### src/rtl/debounce_pkg.sv
// Shared types and helpers for the switch debouncer: per-bit FSM state
// encoding and the stability-counter width calculation.
package debounce_pkg;

  typedef enum logic {
    STABLE = 1'b0,
    PEND   = 1'b1
  } db_state_t;

  localparam int DEFAULT_WIDTH        = 4;
  localparam int DEFAULT_STABLE_TICKS = 4;

  // Counter must hold 0..ticks-1; keep at least one bit so the
  // declaration stays legal even for an illegal parameter value.
  function automatic int db_cnt_width(input int ticks);
    int w;
    w = (ticks > 1) ? $clog2(ticks) : 1;
    return w;
  endfunction

endpackage

### src/rtl/debounce_bit.sv
// One debounced input: two-flop synchronizer, STABLE/PEND stability FSM
// with a tick-gated counter, and registered rise/fall pulses.
module debounce_bit
  import debounce_pkg::*;
#(
  parameter int STABLE_TICKS = DEFAULT_STABLE_TICKS
) (
  input  logic      clk,
  input  logic      nrst,
  input  logic      tick,
  input  logic      raw,
  output logic      q,
  output logic      rise,
  output logic      fall,
  output logic      accept,
  output db_state_t state
);

  localparam int              CW       = db_cnt_width(STABLE_TICKS);
  localparam logic [CW-1:0]   CNT_LAST = CW'(STABLE_TICKS - 1);

  generate
    if (STABLE_TICKS < 2) begin : g_bad_ticks
      $error("debounce_bit: STABLE_TICKS must be at least 2");
    end
  endgenerate

  logic          s1;
  logic          s;
  logic [CW-1:0] cnt;
  logic [CW-1:0] cnt_d;
  db_state_t     state_d;
  logic          q_d;
  logic          rise_d;
  logic          fall_d;

  // Synchronizer: only s is allowed to reach the FSM.
  always_ff @(posedge clk or negedge nrst) begin
    if (!nrst) begin
      s1 <= 1'b0;
      s  <= 1'b0;
    end else begin
      s1 <= raw;
      s  <= s1;
    end
  end

  always_ff @(posedge clk or negedge nrst) begin
    if (!nrst) begin
      state <= STABLE;
      cnt   <= '0;
      q     <= 1'b0;
      rise  <= 1'b0;
      fall  <= 1'b0;
    end else begin
      state <= state_d;
      cnt   <= cnt_d;
      q     <= q_d;
      rise  <= rise_d;
      fall  <= fall_d;
    end
  end

  // Abort (s back to q) is tested before the tick so it always wins.
  always_comb begin
    state_d = state;
    cnt_d   = cnt;
    q_d     = q;
    accept  = 1'b0;
    case (state)
      STABLE: begin
        if (s != q) begin
          state_d = PEND;
          cnt_d   = '0;
        end
      end
      PEND: begin
        if (s == q) begin
          state_d = STABLE;
          cnt_d   = '0;
        end else if (tick && (cnt == CNT_LAST)) begin
          accept  = 1'b1;
          q_d     = s;
          cnt_d   = '0;
          state_d = STABLE;
        end else if (tick) begin
          cnt_d = cnt + CW'(1);
        end
      end
      default: begin
        state_d = STABLE;
        cnt_d   = '0;
      end
    endcase
    rise_d = accept & s;
    fall_d = accept & ~s;
  end

endmodule

### src/rtl/sw_debounce.sv
// Debounces a bus of switch inputs; each bit is an independent
// debounce_bit, and changed flags any accepted edge in the same cycle.
module sw_debounce
  import debounce_pkg::*;
#(
  parameter int WIDTH        = DEFAULT_WIDTH,
  parameter int STABLE_TICKS = DEFAULT_STABLE_TICKS
) (
  input  logic             clk,
  input  logic             nrst,
  input  logic             tick,
  input  logic [WIDTH-1:0] raw,
  output logic [WIDTH-1:0] q,
  output logic [WIDTH-1:0] rise,
  output logic [WIDTH-1:0] fall,
  output logic             changed,
  output logic [WIDTH-1:0] dbg_pend
);

  logic [WIDTH-1:0] accept;

  generate
    for (genvar i = 0; i < WIDTH; i++) begin : g_bit
      db_state_t bit_state;

      debounce_bit #(
        .STABLE_TICKS(STABLE_TICKS)
      ) u_bit (
        .clk   (clk),
        .nrst  (nrst),
        .tick  (tick),
        .raw   (raw[i]),
        .q     (q[i]),
        .rise  (rise[i]),
        .fall  (fall[i]),
        .accept(accept[i]),
        .state (bit_state)
      );

      assign dbg_pend[i] = (bit_state == PEND);
    end
  endgenerate

  // Registered from the pre-register accept so it lines up with rise/fall.
  always_ff @(posedge clk or negedge nrst) begin
    if (!nrst) begin
      changed <= 1'b0;
    end else begin
      changed <= |accept;
    end
  end

endmodule

### config.mk
export PLATFORM = sky130hd
export DESIGN_NAME = sw_debounce
export DESIGN_NICKNAME = d
export VERILOG_FILES = /design/src/rtl/debounce_pkg.sv /design/src/rtl/debounce_bit.sv /design/src/rtl/sw_debounce.sv
export SDC_FILE = /design/constraint.sdc
export NUM_CORES = 1
export LEC_CHECK = 0
export BUFFER_PORTS_ARGS = -buffer_cell sky130_fd_sc_hd__buf_2
export CAP_MARGIN = 20
export CORE_UTILIZATION = 40
export CTS_CLUSTER_DIAMETER = 150
export DETAILED_ROUTE_END_ITERATION = 8
export PLACE_DENSITY_LB_ADDON = 0.12
export SLEW_MARGIN = 0
export SYNTH_ARGS = -nofsm -noshare
export SYNTH_HDL_FRONTEND = slang
export SYNTH_HIERARCHICAL = 1
export SYNTH_SLANG_ARGS = --single-unit
### constraint.sdc
create_clock -name clk -period 1.7 [get_ports clk]
set_clock_uncertainty 0.15 [all_clocks]
set_input_delay 0.085 -clock clk [delete_from_list [all_inputs] [get_ports clk]]
set_output_delay 0.085 -clock clk [all_outputs]
set_load 0.005 [all_outputs]
## After elaboration in Yosys (flattened, before gate mapping)

Cells that the tools add are included.

| word-level totals | value |
|---|---|
| bits in registers | 33 |
| bits of input ports | 7 |

| cells by class | value |
|---|---|
| reduce and logical (&&, ||, !) cells | 13 |
| eq/ne operators | 20 |
| bitwise logic cells | 20 |
| multiplexer cells | 48 |
| add/sub/neg operators | 4 |

Operator list:

| kind | count |
|---|---|
| $mux 2 | 16 |
| $mux 1 | 24 |
| $ne 4x4->1 const B | 4 |
| $pmux 2 s2 | 4 |
| $not 1->1 | 12 |
| $reduce_and 3->1 | 4 |
| $add 2x1->2 const B | 4 |
| $and 1x1->1 | 8 |
| $eq 2x2->1 const B | 4 |
| $ne 2x1->1 const B | 4 |
| $pmux 1 s2 | 4 |
| $reduce_and 2->1 | 4 |
| $eq 1x1->1 | 4 |
| $logic_and 1x1->1 | 4 |
| $ne 1x1->1 | 4 |
| $reduce_or 4->1 | 1 |

## Longest topological paths before layout

| depth | value |
|---|---|
| depth in word-level cells | 6 |
| mapped depth | 4 |

## By module

Netlist, hierarchy kept.

Modules (own cells, without submodules):

| module | sequential area each (um^2) | times used | cells an instance | area an instance (um^2) |
|---|---|---|---|---|
| debounce_bit | 200.2 | 4 | 25 | 329.1 |
| sw_debounce | 25.0 | 1 | 6 | 62.6 |

## Worst setup path after synthesis

OpenSTA, ideal clock, no wires.

| timing path | value |
|---|---|
| path type | register to register |
| start point | register g_bit[1].u_bit.cnt[0] |
| end point | register changed |
| arrival time | 1262 ps |
| buffers on the path | 0 |
| clock period less this slack | 1550 ps |
| path slack | 150 ps |
| stages on the path, launching flop included | 5 |
| library setup time | 138 ps |
| path through | dfrtp_1 ha_1 nand3_1 nor2_1 or4_1 |

| on the way | value |
|---|---|
| cells in the longest elaborated chain, start to end | 6 |

RTL lines:

| item | line | text |
|---|---|---|
| from (decl) | debounce_bit.sv:30 | `logic [CW-1:0] cnt;` |
| from (signal assigned) | debounce_bit.sv:57 | `cnt <= cnt_d;` |
| $eq 2x2->1 | debounce_bit.sv:81 | `end else if (tick && (cnt == CNT_LAST)) begin` |
| $logic_and 1x1->1 | debounce_bit.sv:81 |  |
| $mux 1 | debounce_bit.sv:81 |  |
| $mux 1 | debounce_bit.sv:78 | `if (s == q) begin` |
| $mux 1 | debounce_bit.sv:70 | `case (state)` |
| named net accept[1] | sw_debounce.sv:20 | `logic [WIDTH-1:0] accept;` |
| $reduce_or 4->1 | sw_debounce.sv:49 | `changed <= \|accept;` |
| to (signal assigned) | sw_debounce.sv:49 |  |
| to (decl) | sw_debounce.sv:16 | `output logic changed,` |

The timed path passes the listed nets, and every way through them passes these cells.
A chain may end at the register's enable or synchronous reset.

## Worst setup path in the final report

Same ends and word-level chain as after synthesis.

==> results.json <==
{
  "crit_fanout": 4,
  "yosysUniqueCellTypes": 17,
  "comb_power_share_pct": 14.1,
  "fillers": 300,
  "netSwitchingPower_uw": 396,
  "firstDrtPassIters": 4,
  "r2r_slack_ns": 0.14,
  "setup_viol": 0,
  "worstMarginPinSlew_ns": 0.722,
  "critPathArrivalTime_ns": 1.61,
  "p_int_uw": 1120,
  "clk_latency_ns": 0.32,
  "async_reset_ff_share_pct": 100,
  "multi_input_area_um2": 508,
  "met2_usage_pct": 23.4,
  "synth_edf_count": 0,
  "seqPwrFrac_pct": 59.1,
  "ys_warn_count": 6,
  "busiest_layer": "met2",
  "clock_sinks": 33,
  "clk_pin_slew_ns": 0.10,
  "cts_tree": "built",
  "overflow": 0,
  "drive_gt1_share_pct": 35.2,
  "outcome": "finished, final reports clean",
  "ys_seq_area_share_pct": 59.9,
  "grt_max_degree": 34,
  "syn_to_final_growth_pct": 21.1,
  "cellPowerDensity_nw_per_um2": 906,
  "numCtsBuffers": 5,
  "io_pins": 24,
  "timing.fmax_mhz": 642,
  "min_period_ns": 1.56,
  "die_w_um": 60.7,
  "track_usage_pct": 14.8,
  "avgSynthCellArea_um2": 13.0,
  "vdd_drop_max_mv": 0.489,
  "hold_class": "primary input to register",
  "antennaDiodeCount": 0,
  "fin_tns_setup_ns": 0,
  "port_buffers": 23,
  "gp_congestion": 0.801,
  "grt_use_met1_pct": 17.6,
  "grt_setup_unrepaired": "no",
  "ys_seq_elements": 33,
  "core-area_um2": 3150,
  "ff_latch_area_um2": 826,
  "finalMaxSlewViolations": 0,
  "clock_path_buffers": 2,
  "root_buffer": "clkbuf_4",
  "grt_pass1_vias": 884,
  "nets": 155,
  "report.final.hold_viol_count": 0,
  "sw_frac_of_total_pct": 26.2,
  "maxSlewHeadroom_pct": 51.9,
  "antenna_found_initial": 0,
  "worstPathRequired_ns": 1.75,
  "final_cell_mix": "dfrtp_1, buf_2, nor3b_1, nor3_1, nand2_1",
  "start_util_pct": 43.7,
  "design_power_total_uw": 1510,
  "routed_wl_mm": 2.35,
  "drtAntennaViolNets": 0,
  "p_leak_uw": 0.000843,
  "grt_pass1_wl_mm": 3.83,
  "post-route-period-util_pct": 91.6,
  "clkPwrFrac_pct": 26.8,
  "die_y_um": 60.7,
  "drt_iter0_markers": 41,
  "cp-start-kind": "register",
  "wl_per_cell_um": 12.4,
  "cp-end-kind": "register",
  "critPathKind": "register to register",
  "syn_inst": 106,
  "final_common_cell": "dfrtp_1",
  "htree_levels": 2,
  "synth_area_um2": 1380,
  "viasPerCell": 4.96,
  "synthesis.nets": 117,
  "drc": 0,
  "fp.dieArea_um2": 3690,
  "routed-via-count": 937,
  "drv_cap": 0,
  "synth_ff_type": "dfrtp_1",
  "rows": 20,
  "grtUsageMet3_pct": 4.90,
  "hpwl_mm": 1.54
}
==> critical path: stages (launching register included) <==
cell and delay (ns):
dfrtp_1 0.42, ha_1 0.22, nand3_1 0.09, nor2_1 0.05, or4_1 0.51
==> per-stage QoR <==
step	instance area, µm²	setup WS (ns)	hold WS [ns]	cells	util, %
floorplan	1380	0.150	-0.361	106	-
global placement	1570	0.184	0.0324	176	49.8
detailed placement	1570	0.165	0.0370	176	49.8
CTS	1670	0.153	0.148	189	53.0
global route	1670	0.0884	0.171	189	53.0
finish	1670	0.143	0.173	189	53.0
==> cells in the mapped netlist (8+ instances only) <==
cell type  number  share of area (%)
dfrtp_1        33                 60
nor3b_1         8                4.4
nor3_1          8                2.9
nand2_1         8                2.2
==> path summary, 6_finish.rpt <==
| path | from | endpoint | depth (start not counted) |
|---|---|---|---|
| worst max-delay path | g_bit[1].u_bit/cnt[0] | changed | 4 |
| worst min-delay path | tick | g_bit[2].u_bit/fall | 3 |
| worst max register to register | g_bit[1].u_bit/cnt[0] | changed | 4 |
| worst min register to register | g_bit[0].u_bit/s1 | g_bit[0].u_bit/s | 0 |
| max in group asynchronous | nrst | g_bit[2].u_bit/state | 2 |
| min in group asynchronous | nrst | changed | 2 |
==> cells by family after synthesis <==
| logic type | synth area share [%] |
|---|---|
| simple gates | 16.9 |
| mux | 6.17 |
| buf+inv | 3.27 |
| xor+xnor | 4.72 |
| compound gates | 5.44 |
| flops | 59.9 |
| fa+ha+maj | 3.63 |
==> cell type report <==
| cell class | count | area share, % |
|---|---|---|
| well taps | 44 | 3.30 |
| repair buffers | 35 | 13.0 |
| flip-flops and latches | 33 | 49.4 |
| inverters | 4 | 0.899 |
| clock buffers | 8 | 2.92 |
| multi-input cells | 65 | 30.4 |
==> flip-flops by register name (all words and copies together) (netlist names) <==
register           flops
g_bit.u_bit/q          4
changed                1
g_bit.u_bit/fall       4
g_bit.u_bit/cnt        8
g_bit.u_bit/s1         4
g_bit.u_bit/rise       4
g_bit.u_bit/s          4
g_bit.u_bit/state      4
==> power by group through the flow <==
stage / logic [µW] / registers, µW / clock network [µW]
2_1_floorplan: 138 / 898 / 0
3_3_place_gp: 200 / 904 / 0
3_5_place_dp: 207 / 909 / 0
4_1_cts: 217 / 894 / 428
5_1_grt: 243 / 903 / 471
6_report: 214 / 894 / 405
==> timing repair <==
item / CTS / global route
endpoints found under the hold margin: 37 / 0
setup buffers: 0 / 0
resized for setup: 0 / 0
endpoints found under the setup margin: 0 / 0
hold buffers: 5 / 0
==> metal layers <==
layer | part of all wire, % | wire length (µm)
met3 | 4.7 | 110
met4 | 1.6 | 38
met5 | 0 | 0
met2 | 48 | 1120
met1 | 46 | 1080
Note: power is estimated with default switching activity, not from simulation.
